===== config.mk =====
export PLATFORM = sky130hd
export DESIGN_NAME = id_ex_stage
export DESIGN_NICKNAME = d
export VERILOG_FILES = /design/src/rtl/id_ex_stage_pkg.sv /design/src/rtl/id_ex_stage_fwd_mux.sv /design/src/rtl/id_ex_stage.sv
export SDC_FILE = /design/constraint.sdc
export NUM_CORES = 1
export LEC_CHECK = 0
export BUFFER_PORTS_ARGS = -buffer_cell sky130_fd_sc_hd__buf_2
export CORE_AREA = 4 4 200 202
export DETAILED_ROUTE_END_ITERATION = 8
export DIE_AREA = 0 0 204 206
export GPL_TIMING_DRIVEN = 0
export PLACE_DENSITY = 0.56
export SLEW_MARGIN = 20
export SYNTH_ARGS = -nofsm -noshare
export SYNTH_HDL_FRONTEND = slang
export SYNTH_HIERARCHICAL = 1
export SYNTH_SLANG_ARGS = --single-unit

===== constraint.sdc =====
create_clock -name clk -period 3.69 [get_ports clk]
set_input_delay 0.1845 -clock clk [delete_from_list [all_inputs] [get_ports clk]]
set_output_delay 0.1845 -clock clk [all_outputs]
set_load 0.005 [all_outputs]

===== src/rtl/id_ex_stage_pkg.sv =====
// id_ex_stage_pkg: writeback source encodings shared with the register-file writeback mux and the MEM stage
package id_ex_stage_pkg;
  localparam logic [1:0] WB_PC4  = 2'b00;
  localparam logic [1:0] WB_ALU  = 2'b01;
  localparam logic [1:0] WB_DRAM = 2'b10;
  localparam logic [1:0] WB_SEXT = 2'b11;
endpackage


===== src/rtl/id_ex_stage_fwd_mux.sv =====
// fwd_mux: priority operand selector x0 > EX > MEM > WB > register file
module fwd_mux (
  input  logic [4:0]  rs,
  input  logic [31:0] rf_data,
  input  logic        ex_fwd,
  input  logic [4:0]  ex_rd,
  input  logic [31:0] ex_data,
  input  logic        mem_we,
  input  logic [4:0]  mem_rd,
  input  logic [31:0] mem_data,
  input  logic        wb_we,
  input  logic [4:0]  wb_rd,
  input  logic [31:0] wb_data,
  output logic [31:0] data
);
  assign data = (rs == 5'd0)               ? 32'd0 :
                (ex_fwd && ex_rd == rs)    ? ex_data :
                (mem_we && mem_rd == rs)   ? mem_data :
                (wb_we && wb_rd == rs)     ? wb_data : rf_data;
endmodule


===== src/rtl/id_ex_stage.sv =====
// id_ex_stage: operand forwarding, load-use stall, flush and the ID/EX pipeline register
module id_ex_stage
  import id_ex_stage_pkg::*;
#(
  parameter int CTRL_W = 16,
  parameter int CNT_W  = 32
) (
  input  logic              clk,
  input  logic              rst,
  input  logic              id_valid,
  input  logic [31:0]       id_pc,
  input  logic [31:0]       id_ext,
  input  logic [CTRL_W-1:0] id_ctrl,
  input  logic [4:0]        id_rs1,
  input  logic [4:0]        id_rs2,
  input  logic [1:0]        id_use,
  input  logic [4:0]        id_rd,
  input  logic              id_we,
  input  logic [1:0]        id_wb_sel,
  input  logic [31:0]       id_rd1,
  input  logic [31:0]       id_rd2,
  input  logic [31:0]       ex_alu_result,
  input  logic [4:0]        mem_rd,
  input  logic              mem_we,
  input  logic [31:0]       mem_fwd_data,
  input  logic [4:0]        wb_rd,
  input  logic              wb_we,
  input  logic [31:0]       wb_data,
  input  logic              ex_flush,
  output logic              stall,
  output logic              ex_valid,
  output logic [31:0]       ex_pc,
  output logic [31:0]       ex_pc4,
  output logic [31:0]       ex_ext,
  output logic [CTRL_W-1:0] ex_ctrl,
  output logic [4:0]        ex_rd,
  output logic              ex_we,
  output logic [1:0]        ex_wb_sel,
  output logic [31:0]       ex_op1,
  output logic [31:0]       ex_op2,
  output logic [CNT_W-1:0]  stall_cnt,
  output logic [CNT_W-1:0]  flush_cnt
);
  logic        ex_fwd;
  logic [31:0] op1, op2;
  // Only ALU producers forward from EX; loads must wait a cycle and arrive via MEM
  assign ex_fwd = ex_valid && ex_we && ex_wb_sel == WB_ALU;
  assign stall = ex_valid && ex_we && ex_rd != 5'd0 && ex_wb_sel == WB_DRAM && id_valid &&
                 ((id_use[0] && id_rs1 == ex_rd) || (id_use[1] && id_rs2 == ex_rd));
  fwd_mux u_fwd1 (
    .rs(id_rs1), .rf_data(id_rd1), .ex_fwd(ex_fwd), .ex_rd(ex_rd), .ex_data(ex_alu_result),
    .mem_we(mem_we), .mem_rd(mem_rd), .mem_data(mem_fwd_data),
    .wb_we(wb_we), .wb_rd(wb_rd), .wb_data(wb_data), .data(op1)
  );
  fwd_mux u_fwd2 (
    .rs(id_rs2), .rf_data(id_rd2), .ex_fwd(ex_fwd), .ex_rd(ex_rd), .ex_data(ex_alu_result),
    .mem_we(mem_we), .mem_rd(mem_rd), .mem_data(mem_fwd_data),
    .wb_we(wb_we), .wb_rd(wb_rd), .wb_data(wb_data), .data(op2)
  );
  always_ff @(posedge clk) begin
    if (rst) begin
      ex_valid  <= 1'b0;
      ex_pc     <= '0;
      ex_pc4    <= '0;
      ex_ext    <= '0;
      ex_ctrl   <= '0;
      ex_rd     <= '0;
      ex_we     <= 1'b0;
      ex_wb_sel <= '0;
      ex_op1    <= '0;
      ex_op2    <= '0;
      stall_cnt <= '0;
      flush_cnt <= '0;
    end else begin
      if (ex_flush || stall) begin
        ex_valid  <= 1'b0;
        ex_pc     <= '0;
        ex_pc4    <= '0;
        ex_ext    <= '0;
        ex_ctrl   <= '0;
        ex_rd     <= '0;
        ex_we     <= 1'b0;
        ex_wb_sel <= WB_PC4;
        ex_op1    <= '0;
        ex_op2    <= '0;
      end else begin
        ex_valid  <= id_valid;
        ex_pc     <= id_pc;
        ex_pc4    <= id_pc + 32'd4;
        ex_ext    <= id_ext;
        ex_ctrl   <= id_ctrl;
        ex_rd     <= id_rd;
        ex_we     <= id_we && id_valid;
        ex_wb_sel <= id_wb_sel;
        ex_op1    <= op1;
        ex_op2    <= op2;
      end
      stall_cnt <= stall_cnt + CNT_W'(stall && !ex_flush);
      flush_cnt <= flush_cnt + CNT_W'(ex_flush && id_valid);
    end
  end
endmodule


# ---- Word-level counts from Yosys, hierarchy flattened
# Index checks and enable logic that the tools add are counted.
dict set report word_totals {
  register_bits 249
  latch_bits 0
  ram_bits 0
  romBits 0
  input_bits 276
  output_inout_bits 250
  word_cells 57
  memories 0
}
dict set report classes {
  n_addsub 3
  mul 0
  div_mod_pow 0
  n_lt_le_gt_ge 0
  eq_ne 10
  shift 0
  n_mux 6
  bitwise 0
  reduce_logical 26
}
# operator n
set ops {}
lappend ops {{$mux 32} 6}
lappend ops {{$add 32x1->32} 2}
lappend ops {{$eq 5x5->1} 8}
lappend ops {{$add 32x3->32 const B} 1}
lappend ops {{$logic_and 1x1->1} 17}
lappend ops {{$logic_not 5->1} 2}
lappend ops {{$reduce_or 3->1} 2}
lappend ops {{$reduce_bool 5->1} 1}
lappend ops {{$eq 2x1->1 const B} 1}
lappend ops {{$eq 2x2->1 const B} 1}
lappend ops {{$logic_or 1x1->1} 2}
lappend ops {{$reduce_or 2->1} 1}
lappend ops {{$logic_not 1->1} 1}

# ---- Logic depth before layout (Yosys ltp)
# Gate-level depths: netlist of run 1.
dict set report depth {
  depth_word 7
  ltp_mapped 12
  mapped_depth_nobuf 12
}

# ---- Cells and area by module
# Netlist of run 1, hierarchy kept.
# module n_inst cells_per_inst area_per_inst_um2 seq_area_each_um2
set by_module_without_submodules {}
lappend by_module_without_submodules {id_ex_stage 1 797 8395.6 4944.7}
lappend by_module_without_submodules {fwd_mux 2 214 1332.5 0.0}

# ---- Least setup slack after synthesis of run 1
# No wires, ideal clock.
dict set report synth_path {
  path_type {register -> register}
  startpoint {reg ex_rd[1]}
  endpoint {reg stall_cnt[26]}
  setup_ns 0.128
  t_arrival_ns 2.563
  t_required_ns 3.562
  slack_ns 0.999
  path_stages_with_launch 13
  n_path_buf 0
  period_less_slack_ns 2.691
  path_cell_list {dfxtp_1 -> xnor2_1 -> nand4_1 -> o22ai_1 -> and2_1 -> nor2b_1 -> ha_1 -> ha_1 -> nand3_1 -> nor4_2 -> nand4_1 -> xor2_1 -> nor2_1}
}
dict set report synth_via {
  elab_chain_len 7
  elab_cells_between_ends 12
  cone_classes {1 x add/sub; 2 x eq/ne; 9 x reduce/logical}
}
# element line
set synth_lines {}
lappend synth_lines {{from (decl)} id_ex_stage.sv:36} ;# output logic [4:0] ex_rd,
lappend synth_lines {{from (signal assigned)} id_ex_stage.sv:92} ;# ex_rd <= id_rd;
lappend synth_lines {{$reduce_bool 5->1} id_ex_stage.sv:48} ;# assign stall = ex_valid && ex_we && ex_rd != 5'd0 && ex_wb_sel == WB_DRAM && id_valid &&
lappend synth_lines {{$logic_and 1x1->1 (3 in a row)} id_ex_stage.sv:48}
lappend synth_lines {{$logic_and 1x1->1 *} id_ex_stage.sv:48}
lappend synth_lines {{via stall} id_ex_stage.sv:30} ;# output logic stall,
lappend synth_lines {{$logic_and 1x1->1 *} id_ex_stage.sv:98} ;# stall_cnt <= stall_cnt + CNT_W'(stall && !ex_flush);
lappend synth_lines {{$add 32x1->32 *} id_ex_stage.sv:98}
lappend synth_lines {{to (signal assigned)} id_ex_stage.sv:98}
lappend synth_lines {{to (decl)} id_ex_stage.sv:41} ;# output logic [CNT_W-1:0] stall_cnt,
# Mark *: on every way through the listed nets, which the timed path passes. The rest lies on a longest branch.
# A chain may end at the register's enable or synchronous reset.

# ---- Worst setup path after layout of run 1
dict set report layout_path {
  startpoint {reg ex_rd[2]}
  endpoint {reg stall_cnt[31]}
}
dict set report layout_via {
  elab_chain_len 7
  elab_cells_between_ends 12
  cone_classes {1 x add/sub; 2 x eq/ne; 9 x reduce/logical}
}
# element line
set layout_lines {}
lappend layout_lines {{$reduce_bool 5->1} id_ex_stage.sv:48}
lappend layout_lines {{$logic_and 1x1->1 (3 in a row)} id_ex_stage.sv:48}
lappend layout_lines {{$logic_and 1x1->1 *} id_ex_stage.sv:48}
lappend layout_lines {{$logic_and 1x1->1 *} id_ex_stage.sv:98}
lappend layout_lines {{$add 32x1->32 *} id_ex_stage.sv:98}
# Every way passes the cells marked *; elsewhere a longest branch is shown, timed or not.

==> results of run 1 <==
## kinds of logic after synthesis
| group | count (synthesis) | share of synthesized area |
|---|---|---|
| buf+inv | 97 | 0.04808 |
| flops | 247 | 0.4471 |
| compound gates | 202 | 0.1218 |
| simple gates | 549 | 0.2784 |
| fa+ha+maj | 5 | 0.005656 |
| xor+xnor | 125 | 0.09898 |
## per-layer routing
layer | routed length [um] | part of all wire | global-route usage | up-vias
met1 | 19190 | 0.39 | 0.2629 | 5606
met5 | 42 | 0.00086 | 0 | -
met4 | 1694 | 0.035 | 0.08303 | 8
li1 | - | - | - | 5634
met2 | 23500 | 0.48 | 0.3624 | 571
met3 | 4179 | 0.086 | 0.05665 | 96
## worst paths after layout
path	start	to	slack (ns)	cells past startpoint
setup / recovery	ex_rd[2]	stall_cnt[31]	0.31	11
hold / removal	mem_fwd_data[11]	ex_op1[11]	0.03	4
setup reg to reg	ex_rd[2]	stall_cnt[31]	0.31	11
hold reg to reg	flush_cnt[31]	flush_cnt[31]	0.53	2
## registers in the layout (all words and copies together), names as in the netlist
| name | cells |
|---|---|
| ex_ext | 32 |
| ex_op1 | 32 |
| ex_op2 | 32 |
| ex_pc | 32 |
| flush_cnt | 32 |
| stall_cnt | 32 |
| ex_pc4 | 30 |
| ex_ctrl | 16 |
| ex_rd | 5 |
| ex_wb_sel | 2 |
| ex_valid | 1 |
| ex_we | 1 |
## worst max-delay path: cells and delay by family (launching register included)
| kind | cells | cell delay (ns) |
|---|---|---|
| compound gates | 1 | 0.41 |
| xor+xnor | 2 | 0.36 |
| fa+ha+maj | 1 | 0.20 |
| flops | 1 | 0.61 |
| simple gates | 7 | 1.65 |
## layout by cell type, fill, tap and decap left out, types with 3 or more instances in the layout
cell,netlist,layout
clkinvlp_4,0,3
buf_4,11,11
clkbuf_2,16,16
nand4_1,22,22
nand4_2,3,3
xor2_1,83,83
ha_1,5,5
and2_1,181,181
clkbuf_16,0,29
a31oi_1,64,64
o21ai_0,67,67
clkbuf_1,37,41
and3_2,3,3
diode_2,0,7
buf_2,13,538
o221ai_1,62,62
buf_8,6,6
nor2b_1,8,8
dlygate4sd3_1,0,115
nor3_1,14,14
nand3_1,42,42
clkbuf_8,0,7
inv_1,9,9
nor2_1,76,76
dfxtp_1,247,245
nand2_1,92,92
buf_6,3,3
nor4_1,3,3
xnor2_1,42,42
and4_1,5,5
or3_1,65,65
and3_1,13,13
bufinv_16,0,5
nor4_2,8,7
clkinv_2,0,3
## final cells by class
type,instances,area (sq um)
diodes,7,17.52
plain buffers,88,498.0
clock buffers,40,837.1
clock inverters,13,216.5
fillers,3822,21720
inverters,9,33.78
multi-input cells,881,5593
flip-flops and latches,247,4947
well taps,518,648.1
repair buffers,640,3779
## cells in the mapped netlist (3+ instances only)
cell type	number	area share
nor4_2	8	0.0091
nor2b_1	8	0.0045
nor3_1	14	0.0063
a31oi_1	64	0.036
ha_1	5	0.0057
buf_6	3	0.0031
inv_1	9	0.0031
o21ai_0	67	0.030
buf_2	13	0.0059
xnor2_1	42	0.033
nor2_1	76	0.026
or3_1	65	0.037
nor4_1	3	0.0017
nand4_2	3	0.0034
dfxtp_1	247	0.45
o221ai_1	62	0.049
nand4_1	22	0.012
and3_1	13	0.0074
xor2_1	83	0.066
and3_2	3	0.0020
clkbuf_2	16	0.0072
buf_8	6	0.0081
clkbuf_1	37	0.013
and4_1	5	0.0040
buf_4	11	0.0075
nand3_1	42	0.019
and2_1	181	0.10
nand2_1	92	0.031
## timing repair
item | in CTS | in global routing
pin swaps | 0 | 1
hold buffers | 115 | 0
gates cloned | 0 | 0
endpoints found under the setup margin | 1 | 7
endpoints found under the hold margin | 154 | 0
resized for setup | 1 | 2
## where the power goes
part | total, mW | switching [mW] | internal [mW]
Sequential | 2.79 | 0.0332 | 2.75
Combinational | 0.840 | 0.420 | 0.420
Clock | 3.14 | 1.21 | 1.94
==> metrics, run 1 <==
status=complete, no violations; via/cell ratio=4.877; die outline width=204 um; Tot Pwr=slightly below 7 mW; Mapped Cells=approximately 1200; depth of the CTS H-tree=1; fin. max-slew vios=0; Synthesized Nets=around 1500; slowest cell on the critical path=nor4_2; total number of vias=11920; startpoint types=register; final hold vios=0; post-layout net count=2177; Placed Area=roughly 14000 sq um; starting density of the core=0.2889; post-DR wirelength/cell=19.89 um; Crit path required time=about 4.1 ns; Post-Layout Cell Count=~2400; Routed Antenna Nets=0; Place WS=-0.01894 ns; antenna violations before repair=12; deepest clock path buffer count=3; Slew headroom=0.3285; CTS root buffer=clkbuf_16; Skew-Pair Late Insertion Delay=about 0.58 ns; Hold WC Path Type=in2reg; Global Route Usage Sum=0.2147; row count=72; Critical Path Max Stage Delay=between 0.6 and 0.7 ns; maximum VDD drop=315.9 uV; post-synthesis sequential area ratio=0.4471; die area=42020 sq um; Worst-path clk slew=0.06 ns; FMAX=296.0 MHz; clock sinks=247; num ports=around 530; YS warnings=6; largest net degree at the start of global routing=16; post-route cell area=16570 sq um; share of layout cells above drive strength 1=0.3389; post-layout util=0.4328; RSZ-0062 raised after global routing=no; Port Buffers=525; Area growth syn-to-layout=49.81%; DR pass1 iterations=6; Setup Crit Path Kind=reg2reg; Lkg Pwr=7.558 nW; setup TNS=0 ns; Netlist cell types=47; height of the die=206 um; Hold WS=around 0.028 ns; mapped cell area=about 11000 sq um; Post-Place Cells=~2300; DP HPWL=37500 um; Max-Cap Viols=0; fin crit period=3.378 ns; first-pass GRT wire length=70590 um; Worst Clk Skew=0.009189 ns; grt ovf=0; peak fanout along the critical path=9; Tcrit/Tclk final=0.9155; number of buffers created by CTS=29; Synth Flop Type=dfxtp_1; DRC=0; asr flop ratio synth=0; Post-CTS Setup Bufs=0; GP Congestion=0.9000; nature of the critical path endpoint=register; Core Region=38290 sq um; Top cell by count, worst path=nand4_1; CTS tree=yes; syn avg cell area=9.029 sq um; final setup vio count=0; setup ws final=0.3117 ns; register bit count reported by yosys=247; EDFF count, synth=0; cells along the critical path=xnor2_1, nand4_1, o22ai_1, and2_1, nor2b_1, ha_1, nand4_1, nor4_2, nand4_1, xor2_1, nor2_1; Slew @ Worst Pin=0.9989 ns; Worst EP arrival=3.83 ns; DRT iter0 DRCs=688; drt total wl=48600 um; PD cells=408.7 nW/um^2; vias in the first global route=11780
Note: power is estimated with default switching activity, not from simulation.
==> run 2: changes to the inputs <==
SETUP_SLACK_MARGIN = 0.5   (was default)
==> metrics, run 2 (synthesis results as in run 1) <==
largest net degree at the start of global routing=16 (unchanged); Worst EP arrival=3.36 ns (-0.47 ns); Routed Antenna Nets=0 (unchanged); fin. max-slew vios=0 (unchanged); setup TNS=0 ns (unchanged); GP Congestion=0.9000 (unchanged); R2R cell count=13 (+2); grt ovf=0 (unchanged); setup ws final=0.7890 ns (+0.4773 ns); Global Route Usage Sum=0.2148 (about the same); Max-Cap Viols=0 (unchanged); Place WS=-0.01894 ns (unchanged); fin crit period=2.901 ns (-0.4773 ns); Tcrit/Tclk final=0.7862 (-0.1293); DRT iter0 DRCs=644 (-6.4%); number of buffers created by CTS=29 (unchanged); PD cells=407.7 nW/um^2 (-0.25%); num ports=526 (unchanged); Worst-path clk slew=0.06 ns (about the same); Hold WC Path Type=in2reg; Crit path required time=4.14 ns (about the same); nature of the critical path endpoint=register; startpoint types=register; share of layout cells above drive strength 1=0.3408 (+0.001908); DRC=0 (unchanged); height of the die=206 um (unchanged); Reg2Reg Launch Point=ex_rd[4]; peak fanout along the critical path=8 (-1); Lkg Pwr=7.585 nW (+0.35%); deepest clock path buffer count=3 (unchanged); Slew @ Worst Pin=1.021 ns (+0.02210 ns); Worst Hold Path EP=ex_op1[1]; Critical Path Max Stage Delay=0.49 ns (-0.20 ns); Core Region=38290 sq um (unchanged); most frequent cells in the layout=buf_2, dfxtp_1, and2_1; clock sinks=247 (unchanged); drt total wl=48700 um (+0.20%); slowest cell on the critical path=dfxtp_1; reg2reg end=stall_cnt[26]; Worst Clk Skew=0.008430 ns (-0.0007596 ns); final hold vios=0 (unchanged); Post-Layout Cell Count=2445 (+0.082%); cells along the critical path=xnor2_1, nand4_1, o22ai_4, and2_1, nor2b_1, ha_1, ha_1, nand3_1, nor4_4, buf_4, nand4_1, xor2_1, nor2_1; FMAX=344.7 MHz (+16%); post-layout net count=2178 (+0.046%); depth of the CTS H-tree=1 (unchanged); Buffers & Inverters on Critical Path=1 (+1); post-DR wirelength/cell=19.92 um (+0.11%); Area growth syn-to-layout=50.23%; Skew-Pair Late Insertion Delay=0.58 ns (about the same); final setup vio count=0 (unchanged); Post-Place Cells=2268 (unchanged); row count=72 (unchanged); first-pass GRT wire length=70630 um (about the same); die outline width=204 um (unchanged); worst reg2reg setup slack=0.79 ns (+0.48 ns); Worst Hold Depth=4 (unchanged); Setup Crit Path Kind=reg2reg; starting density of the core=0.2889 (unchanged); via/cell ratio=4.898 (+0.43%); CTS tree=yes; Crit path max-delay family=simple AND/OR/NAND/NOR gates; DP HPWL=37500 um (unchanged); antenna violations before repair=12 (unchanged); CTS root buffer=clkbuf_16; commonest non-fill, non-tap cell in the layout=buf_2; status=complete, no violations; min-delay src=mem_fwd_data[1]; Slew headroom=0.3137 (-0.01486); post-layout util=0.4340 (+0.001209); RSZ-0062 raised after global routing=no; Port Buffers=525 (unchanged); total number of vias=11980 (+0.51%); Tot Pwr=6.774 mW (about the same); maximum VDD drop=316.6 uV (+0.21%); vias in the first global route=11780 (+0.051%); die area=42020 sq um (unchanged); DR pass1 iterations=5 (-1)
==> run 2: cell count changes in the layout (fill, tap and decap cells not counted) <==
cell and change:
nor3_1 -1, dfxtp_1 -1, nor4_2 -1, o22ai_4 +1
nor4_4 +1, diode_2 +1, o22ai_1 -1, dfxtp_2 -2
dfxtp_4 +3, buf_4 +1, nor3_2 +1
==> run 2: cell type report <==
cell class / count / area, sq um
plain buffers: 88 / 498.0
clock buffers: 40 / 837.1
multi-input cells: 881 / 5620
repair buffers: 641 / 3786
flip-flops and latches: 247 / 4956
clock inverters: 13 / 216.5
well taps: 518 / 648.1
inverters: 9 / 33.78
diodes: 8 / 20.02
fillers: 3818 / 21670
==> run 2: metal layers <==
| metal | global-route usage | part of all wire | up-vias | wire length (um) |
|---|---|---|---|---|
| met5 | 0 | 0.00086 | - | 42 |
| met4 | 0.08303 | 0.035 | 8 | 1724 |
| met3 | 0.05665 | 0.088 | 102 | 4268 |
| met2 | 0.3628 | 0.48 | 583 | 23540 |
| met1 | 0.2630 | 0.39 | 5647 | 19120 |
| li1 | - | - | 5636 | - |
==> run 2: worst max-delay path by stage <==
stage                     startpoint             to  slack (ns)  depth (start not counted)
final                       ex_rd[4]  stall_cnt[26]        0.79                         13
after global routing        ex_rd[4]  stall_cnt[26]        0.51                         13
after CTS                   ex_rd[1]  stall_cnt[31]        0.51                         11
after detailed placement    ex_rd[1]  stall_cnt[26]       -0.02                         12
after global placement      ex_rd[1]  stall_cnt[26]        0.05                         12
after floorplan             ex_rd[1]  stall_cnt[26]         1.0                         12
==> run 2: what timing repair did <==
item	CTS	global route
buffers inserted	0	1
hold buffers	115	0
resized for setup	5	6
pin swaps	1	1
endpoints found under the setup margin	17	16
hold endpoints to repair	154	0
==> run 2: power by group <==
part / leakage (nW) / internal, mW / total (mW) / switching (mW)
clock network: 0.510 / 1.94 / 3.14 / 1.21
logic: 5.05 / 0.420 / 0.843 / 0.422
registers: 2.02 / 2.75 / 2.79 / 0.0334
total: 7.58 / 5.11 / 6.77 / 1.66
==> run 2: through the flow <==
step | area [sq um] | hold WS, ns
2_1_floorplan | 11060 | 0.2561
3_3_place_gp | 14340 | 0.3848
3_5_place_dp | 14340 | 0.3863
4_1_cts | 16560 | 0.0005781
5_1_grt | 16610 | 0.02321
6_report | 16620 | 0.02396
==> run 2: worst min-delay path, stage by stage <==
cell     delay (ns)
buf_2          0.11
nand2_1        0.05
a31oi_1        0.07
and2_1         0.14
==> run 3: changes to the inputs <==
ABC_AREA = 1   (was default)
CORE_AREA = 4 4 202 204   (was 4 4 200 202)
DIE_AREA = 0 0 206 208   (was 0 0 204 206)
PLACE_DENSITY = 0.62   (was 0.56)
clock period = 2.9 ns   (was 3.69 ns; I/O delays follow)
==> metrics, run 3 <==
top-count cell post-synth=nor2_1; number of buffers created by CTS=29 (unchanged); slowest cell on the critical path=dfxtp_4; Post-Place Cells=3197 (+41%); antenna violations before repair=9 (-3); share of layout cells above drive strength 1=0.2731 (-0.06772); Skew-Pair Late Insertion Delay=0.57 ns (about the same); most frequent cells in the layout=buf_2, nor2_1, inv_1; # fillers=4164 (+9.1%); Place WS=0.1011 ns (+0.1200 ns); top post-synthesis cells by area=dfxtp_1, nor2_1, inv_1; commonest non-fill, non-tap cell in the layout=buf_2; DRC=0 (unchanged); deepest clock path buffer count=3 (unchanged); post-layout net count=3097 (+42%); YS warnings=6 (unchanged); cells along the critical path=inv_1, nand2_1, nand2_1, nor2_1, nand3_1, nand2_2, nand2_4, nor2_4, ha_2, ha_4, nand2_2, nor2_4, nand3_4, nor2_4, nand3_1, nand2_1, nor2_1; starting density of the core=0.3459 (+0.05699); num ports=526 (unchanged); Tot Pwr=8.694 mW (+28%); register bit count reported by yosys=247 (unchanged); post-layout util=0.4870 (+0.05298); multi-input combinational cell area=6392 sq um (+14%); Area growth syn-to-layout=40.79%; drt total wl=56170 um (+15%); worst reg2reg setup slack=0.67 ns (-0.12 ns); maximum VDD drop=453.0 uV (+43%); mapped cell area=13580 sq um (+23%); Yosys top cell area share=0.3640 (-0.08305); Synth Flop Type=dfxtp_1; Setup Crit Path Kind=reg2reg; Core Region=39280 sq um (+2.6%); die area=42850 sq um (+2.0%); die outline width=206 um (+0.98%); total number of vias=15690 (+31%); Worst Hold Path EP=ex_op2[26]; PD cells=454.6 nW/um^2 (+12%); CP startpoint=ex_rd[3]; EDFF count, synth=0 (unchanged); Port Buffers=524 (-0.19%); syn avg cell area=6.324 sq um (-30%); DR pass1 iterations=5 (unchanged); Max-Cap Viols=0 (unchanged); CTS root buffer=clkbuf_16; setup TNS=0 ns (unchanged); path length in cells of the critical path=17 (+4); Hold WC Path Type=in2reg; status=complete, no violations; clock sinks=247 (unchanged); R2R cell count=17 (+4); Slew headroom=0.5299 (+0.2163); reg2reg end=stall_cnt[20]; Tcrit/Tclk final=0.7688 (-0.01740); asr flop ratio synth=0 (unchanged); setup ws final=0.6705 ns (-0.1185 ns); height of the die=208 um (+0.97%); fin. max-slew vios=0 (unchanged); row count=73 (+1.4%); DP HPWL=44280 um (+18%); depth of the CTS H-tree=1 (unchanged); vias in the first global route=15200 (+29%); peak fanout along the critical path=8 (unchanged); final hold vios=0 (unchanged); GP Congestion=0.9345 (+3.8%); nature of the critical path endpoint=register; Worst EP arrival=2.68 ns (-0.68 ns); Post-Layout Cell Count=3365 (+38%); Critical Path Max Stage Delay=0.38 ns (-0.11 ns); post-synthesis sequential area ratio=0.3640 (-0.08305); grt ovf=0 (unchanged); Reg2Reg Launch Point=ex_rd[3]; first-pass GRT wire length=84600 um (+20%); Buffers & Inverters on Critical Path=1 (unchanged); Global Route Usage Sum=0.2477 (+0.03287); min-delay src=id_rd2[26]; fin crit period=2.229 ns (-0.6715 ns); startpoint types=register; Slew @ Worst Pin=0.7051 ns (-0.3159 ns); Reg area=4964 sq um (+0.15%); Synthesized Nets=2429 (+61%); DRT iter0 DRCs=1122 (+74%); Worst Clk Skew=0.01389 ns (+0.005457 ns); Worst Hold Depth=7 (+3); top cells by count, synth=nor2_1, inv_1, nand2_1, dfxtp_1, nand3_1; RSZ-0062 raised after global routing=yes; Worst-path clk slew=0.06 ns (about the same); Mapped Cells=2148 (+75%); Crit path required time=3.36 ns (-0.78 ns); final setup vio count=0 (unchanged); Lkg Pwr=10.42 nW (+37%); post-DR wirelength/cell=16.69 um (-16%); Routed Antenna Nets=0 (unchanged); Netlist cell types=31 (-34%); largest net degree at the start of global routing=16 (unchanged); Yosys top cell by area=dfxtp_1; Crit path max-delay family=simple AND/OR/NAND/NOR gates; CTS tree=yes; FMAX=448.5 MHz (+30%); via/cell ratio=4.662 (-4.8%)
==> run 3: cell types whose count changed in the layout (fill, tap and decap cells not counted), moves of 62 or more <==
cell      change
nor2_1      +371
a21oi_1      +84
and2_1      -180
a31oi_1      -63
nand2_1     +323
or3_1        -65
xor2_1       -63
inv_1       +428
o221ai_1     -62
==> run 3: timing repair <==
item / 4_1_cts / 5_1_grt
buffers inserted: 1 / 5
hold buffers: 107 / 0
endpoints found under the setup margin: 19 / 21
endpoints found under the hold margin: 133 / 0
resized for setup: 16 / 19
pin swaps: 3 / 4
==> run 3: layer usage <==
layer / wire length, um / vias to the layer above / global-route usage
met1: 23000 / 7172 / 0.3151
met2: 26960 / 610 / 0.4281
met5: 96 / - / 0
met3: 4721 / 105 / 0.05143
met4: 1397 / 14 / 0.06104
li1: - / 7787 / -
==> run 3: worst max path at each step <==
stage / end
after global placement: stall_cnt[20]
after global routing: stall_cnt[31]
after floorplan: stall_cnt[16]
after detailed placement: stall_cnt[20]
final: stall_cnt[20]
after CTS: stall_cnt[20]
==> run 3: report_power, final <==
group	total [mW]	switching, mW	internal [mW]	leakage (nW)
combinational	1.26	0.714	0.545	7.90
clock	3.89	1.52	2.38	0.506
sequential	3.54	0.0392	3.50	2.02
==> run 3: cell type report <==
| class | instances | share of cell area |
|---|---|---|
| timing repair buffer | 637 | 0.1955 |
| clock buffer | 39 | 0.04357 |
| tap | 525 | 0.03435 |
| clock inverter | 14 | 0.01014 |
| multi-input combinational | 1366 | 0.3342 |
| buffer | 85 | 0.03415 |
| inverter | 450 | 0.08832 |
| antenna | 2 | 0.0002617 |
| sequential | 247 | 0.2595 |
==> run 3: worst register-to-register path, cell delays in order, from the launching register on <==
cell and delay (ns):
dfxtp_4 0.38, inv_1 0.08, nand2_1 0.06, nand2_1 0.05
nor2_1 0.09, nand3_1 0.10, nand2_2 0.08, nand2_4 0.07
nor2_4 0.11, ha_2 0.22, ha_4 0.14, nand2_2 0.08
nor2_4 0.18, nand3_4 0.12, nor2_4 0.17, nand3_1 0.09
nand2_1 0.06, nor2_1 0.04
==> run 3: kinds of logic (layout without fill, tap and decap cells) <==
logic type / Yosys count / count (layout) / share of synthesized area
buf+inv: 535 / 1225 / 0.1724
xor+xnor: 28 / 28 / 0.01805
fa+ha+maj: 5 / 5 / 0.004605
other cells: 0 / 2 / 0
flops: 247 / 247 / 0.3640
compound gates: 189 / 189 / 0.07636
simple gates: 1144 / 1144 / 0.3646
==> run 3: per-stage QoR <==
stage | instance area, sq um | hold WS [ns]
3_5_place_dp | 16860 | 0.3651
2_1_floorplan | 13580 | 0.2174
3_3_place_gp | 16860 | 0.3577
5_1_grt | 19120 | 0.03013
6_report | 19130 | 0.03317
4_1_cts | 19020 | 0.001623
